--- src/rtl/overflow_counter_pkg.sv ---
// Shared constants for the event/cycle counter family.
package overflow_counter_pkg;

  // Default counter width when the instantiating datapath does not override it.
  localparam int COUNTER_WIDTH_DEFAULT = 4;

  // Widest counter the block is built for; the count path is a plain WIDTH-bit add.
  localparam int COUNTER_WIDTH_MAX = 32;

endpackage : overflow_counter_pkg

--- src/rtl/overflow_counter.sv ---
// Free-running up-counter with synchronous enable and a sticky wrap flag.
// Counts enabled cycles modulo 2^WIDTH; the first wrap latches overflow_out
// until the next reset so a consumer can tell the count value has aliased.
module overflow_counter
  import overflow_counter_pkg::*;
#(
  parameter int WIDTH = COUNTER_WIDTH_DEFAULT
) (
  input  logic             clk,
  input  logic             reset,
  input  logic             enable,
  output logic [WIDTH-1:0] counter_out,
  output logic             overflow_out
);

  // Terminal count: the registered value at which the next enabled edge wraps.
  localparam logic [WIDTH-1:0] COUNT_ALL_ONES = {WIDTH{1'b1}};

  logic [WIDTH-1:0] count_q;
  logic [WIDTH-1:0] count_d;
  logic             overflow_q;
  logic             overflow_d;
  logic             at_max;

  // Wrap detection looks at the registered count, never at the sum.
  assign at_max = (count_q == COUNT_ALL_ONES);

  // Next-state: hold by default; on enable increment (carry dropped) and set the
  // flag when wrapping. The flag is only ever raised here, never cleared.
  always_comb begin
    count_d    = count_q;
    overflow_d = overflow_q;
    if (enable) begin
      count_d = count_q + {{(WIDTH-1){1'b0}}, 1'b1};
      if (at_max) begin
        overflow_d = 1'b1;
      end
    end
  end

  // State register: synchronous reset takes priority over counting.
  always_ff @(posedge clk) begin
    if (reset) begin
      count_q    <= '0;
      overflow_q <= 1'b0;
    end else begin
      count_q    <= count_d;
      overflow_q <= overflow_d;
    end
  end

  // Outputs come straight from the registers: no input-to-output path.
  assign counter_out  = count_q;
  assign overflow_out = overflow_q;

endmodule : overflow_counter

--- config.mk ---
export PLATFORM = sky130hd
export DESIGN_NAME = overflow_counter
export DESIGN_NICKNAME = d
export VERILOG_FILES = /design/src/rtl/overflow_counter_pkg.sv /design/src/rtl/overflow_counter.sv
export SDC_FILE = /design/constraint.sdc
export NUM_CORES = 1
export LEC_CHECK = 0
export BUFFER_PORTS_ARGS = -buffer_cell sky130_fd_sc_hd__clkbuf_2
export CORE_AREA = 5 5 42 44
export DETAILED_ROUTE_END_ITERATION = 7
export DIE_AREA = 0 0 47 49
export HOLD_SLACK_MARGIN = 0.03
export PLACE_DENSITY = 0.36
export SETUP_SLACK_MARGIN = 0.5
export SKIP_CTS_REPAIR_TIMING = 1
export SLEW_MARGIN = 20
export SYNTH_ARGS = -nofsm -noshare
export SYNTH_HDL_FRONTEND = slang
export SYNTH_SLANG_ARGS = --single-unit
--- constraint.sdc ---
create_clock -name clk -period 2.58 [get_ports clk]
set_clock_uncertainty 0.2 [all_clocks]
set_input_delay 0.258 -clock clk [delete_from_list [all_inputs] [get_ports clk]]
set_output_delay 0.258 -clock clk [all_outputs]
set_load 0.02 [all_outputs]
# Yosys cells after proc, flatten, opt, wreduce, memory -nomap -nowiden
# Cells that the tools add are included.
# word_totals
mem_count,0
latch_bits,0
mem_bits_ro,0
mem_bits_rw,0
output_inout_bits,5
ff_bits,5
# op_classes
n_mul,0
addsub,1
eq_ne,1
shift,0
mux,0
reduce_logical,1
bitwise,0
order_cmp,0
div,0
# ops
cell,n
4-bit by 1-bit adder with 4-bit output (second input constant),1
4-bit == test (second input constant),1
2-bit AND reduction,1

# Depth between registers and ports, before layout
# logic_depth
ltp_word,2
depth_mapped,3

# Worst setup path before layout
# No wires, ideal clock.
# synth_path
path_kind,flip-flop to flip-flop
from,"reg count_q[0], in the netlist counter_out[0]"
to,"reg count_q[3], in the netlist counter_out[3]"
setup_time_ns,0.123
n_path_buf,0
stages_incl_launch_ff,3
path_slack_ns,1.351
arrival_time_ns,0.906
path_cell_list,dfxtp_1 nand4_1 mux2_1
# synth_between
elab_chain_cells,1
# synth_rtl
element,line_no,rtl
"start, declared",overflow_counter.sv:19,logic [WIDTH-1:0] count_q;
"start signal, assigned",overflow_counter.sv:47,count_q <= count_d;
4-bit by 1-bit adder with 4-bit output,overflow_counter.sv:34,"count_d = count_q + {{(WIDTH-1){1'b0}}, 1'b1};"
# Every way passes these cells.
# A chain may end at the register's enable or synchronous reset.

# Worst setup path after layout
# layout_path
from,"reg count_q[0], in the netlist counter_out[0]"
to,out counter_out[0]
# layout_rtl
element,line_no,rtl
"end, declared",overflow_counter.sv:12,"output logic [WIDTH-1:0] counter_out,"
# No word-level cell between the ends.

==> results.md <==
- The number of buffers on the longest clock path is 2.
- The sum of overflow across all layers after global routing is 0.
- The critical path class is reg2out.
- The total routing usage reported by global routing is roughly 4.8%.
- After synthesis the cells add up to just over 200 um2.
- Measured along the y axis, the die boundary spans ~49 um.
- The number of unique standard cell types used by synthesis is 13.
- The count of H-tree levels built during CTS is 1.
- The clock tree from TritonCTS is done.
- Setup repair after global routing left no endpoint under its margin.
- The launch point of the critical path is counter_out[0].
- Dividing the detail-routed via count by the number of cells gives ~3.7.
- Once layout is complete, the utilization of the core stands at 20.2%.
- The signal on the critical path passes through clkbuf_2.
- Measured against its own limit, the worst slew margin works out to around nine tenths.
- The fraction of the mapped netlist area in adder cells is 6.06%.
- The highest net fanout along the worst path is 4.
- The number of warnings issued by yosys is 0.
- The detailed-routing iteration count for the pre-antenna-repair pass is 4.
- The net total in the final layout is 35.
- The number of DRC markers in iteration 0 is 1.
- The first global-routing pass estimated 662 um of wire.
- The number of antenna violations at the first check in global routing is 0.
- The initialized floorplan defines 14 standard-cell rows.
- The overall via count from detail_route is 172.
- The number of global-route vias before repair is 162.
- The capturing element type of the critical path is an output port.
- The number of synthesized register bits is 5.
- The number of inserted diodes is 0.
- The flow ran to the end, and the final reports show no timing, DRC or antenna violations.
- The total count of hold-check failures in the final report is 0.
- Summing the areas of all and, or, nand and nor instances in the mapped netlist gives ~17% of the synthesized area.
- The launching element type of the critical path is a register.
- The clock reaches the later pin of the worst-skew pair after about 0.25 ns.
- STA puts the critical path data required time at 2.12 ns.
- Clock-pin slew was measured on the worst setup and hold paths at 0.05 ns.
- The die outline area is 0.00230 mm2.
- Counting both buffers and inverters, the worst setup path holds a total of 1.
- For this configuration, the core starts out at a cell density of roughly 15%.
- From synthesis to final layout, the design area changed by 37.0%.
- Among all stages on the critical path, the largest delay is contributed by dfxtp_1.
- The worst register-to-register path begins at counter_out[0].
- Entering global routing, the biggest net connects 7 pins.
- The max-slew violation count is 0.
- In this run the tool buffered the top-level ports with 7 buffer cells.
- After routing, the total negative slack on setup checks comes to 0 ns.
- The number of clock sinks is 5.
- The xor and xnor fraction of the mapped netlist area is 4.24%.
- Dividing the detail-routed wire length by the instance count gives a little over 9 um.
- In this run the count of I/O pins placed on the die edge is 8.
- The share of cell area taken by muxes after synthesis is 10.3%.
- Grouping stages by cell kind, the critical path spends the most delay in flip-flops.
- The routability congestion estimate from global placement is 0.695.
- Sequential elements use between 40% and 50% of the synthesized area.
- The final critical path takes up 50.0% of the cycle.
- Counting the fill cells in the layout gives approximately 170.
- The type of the most critical hold path is in2reg.
- In this run the standard cell core region covers approximately 0.0014 mm2.
- In this run the mean area of a mapped cell was 10.3 um2.
- The fraction of layout instances using a drive strength above 1 is a little over a third.
- The maximum resistive drop on vdd is 252 uV.
- The largest family of logic cells by synthesized area is simple AND/OR/NAND/NOR gates.
- The largest single stage delay on the critical path is 0.39 ns.
- The final critical path time including I/O delays and setup is 1.29 ns.
- The worst setup slack after placement is 1.41 ns.
- The x dimension of the die is 47 um.
- Setup violations remaining at the end of the flow were counted as 0.
- The worst-case setup margin in the final layout is approximately 1.3 ns.
- The number of maximum-capacitance violations is 0.
- Buffers inserted during clock tree synthesis total 3.
- Derived from the worst setup path, the maximum achievable clock frequency is around 770 MHz.
- The synthesized netlist devotes 11.5% of its cell area to compound gates.
- After detailed routing, the total wire length is 420 um.
- The cell sitting at the root of the clock tree is a clkbuf_4.
- Power spread over the standard cell area amounts to roughly 700 mW/mm2.
- The net count after synthesis is 24.
- In the routed design, unresolved DRC markers number 0.
- The analysis attributes to cell leakage a power of 0.129 nW.
- The actual transition at the worst max-transition pin is roughly 0.16 ns.
- The endpoint arrival time on the critical path is 0.83 ns.
- The number of instances in the synthesized netlist is 20.
- The number of nets with antenna violations after detailed routing is 0.
- The worst hold path begins at reset.
cell type report:
class,instances,area [um2],share of cell area (%)
flip-flops and latches,5,100,35.4
clock buffers,4,26.3,9.29
well taps,16,20.0,7.08
repair buffers,7,35.0,12.4
multi-input cells,14,101,35.8
cell usage after synthesis:
library cell  number  area, um2
ha_1               1       12.5
nor2_1             4       15.0
mux2_1             1       11.3
nor2b_1            1       6.26
xnor2_1            1       8.76
nand3b_1           1       7.51
dfxtp_1            5        100
a21bo_2            1       10.0
a21oi_1            1       5.00
a41oi_1            1       8.76
mux2i_1            1       10.0
buf_2              1       5.00
nand4_1            1       6.26
registers in the layout, indices dropped and copies added (netlist names):
| register | count |
|---|---|
| overflow_out | 1 |
| counter_out | 4 |
kinds of logic after synthesis:
group	Yosys count
buffers and inverters	1
adder cells (fa/ha/maj)	1
XOR/XNOR	1
AO/OA/AOI/OAI	3
flip-flops	5
AND/OR/NAND/NOR	7
multiplexers	2
final timing paths:
path / cells after the start / slack, ns / end
max: 1 / 1.29 / counter_out[0]
min: 2 / 0.05 / counter_out[2]
min reg2reg: 2 / 0.28 / overflow_out
max reg2reg: 3 / 1.41 / counter_out[2]
where the power goes:
group | internal [mW] | leakage (nW) | switching (mW)
clock network | 0.0587 | 0.0150 | 0.0352
registers | 0.0809 | 0.0407 | 0.00364
logic | 0.00805 | 0.0729 | 0.0112
metal layers:
| layer | wire length [um] | up-vias | GRT usage, % |
|---|---|---|---|
| met4 | 0 | 0 | 1.38 |
| met2 | 170 | 7 | 5.43 |
| li1 | - | 89 | - |
| met1 | 188 | 76 | 4.42 |
| met3 | 61 | 0 | 7.75 |
| met5 | 0 | - | 0 |
through the flow:
step | instance area [um2] | power [mW] | hold WS (ns) | std cells
floorplan | 206 | 0.0986 | 0.127 | 20
global placement | 256 | 0.106 | 0.284 | 42
detailed placement | 256 | 0.106 | 0.284 | 42
CTS | 283 | 0.202 | 0.0432 | 46
global route | 283 | 0.210 | 0.0552 | 46
finish | 283 | 0.198 | 0.0492 | 46
cell usage in the layout, fill, tap and decap left out:
cell,netlist,layout
ha_1,1,1
nand3b_1,1,1
mux2_1,1,1
clkbuf_4,0,3
xnor2_1,1,1
nor2_1,4,4
clkbuf_1,0,1
clkbuf_2,0,7
a41oi_1,1,1
nor2b_1,1,1
a21bo_2,1,1
mux2i_1,1,1
nand4_1,1,1
a21oi_1,1,1
dfxtp_1,5,5
Note: power is estimated with default switching activity, not from simulation.
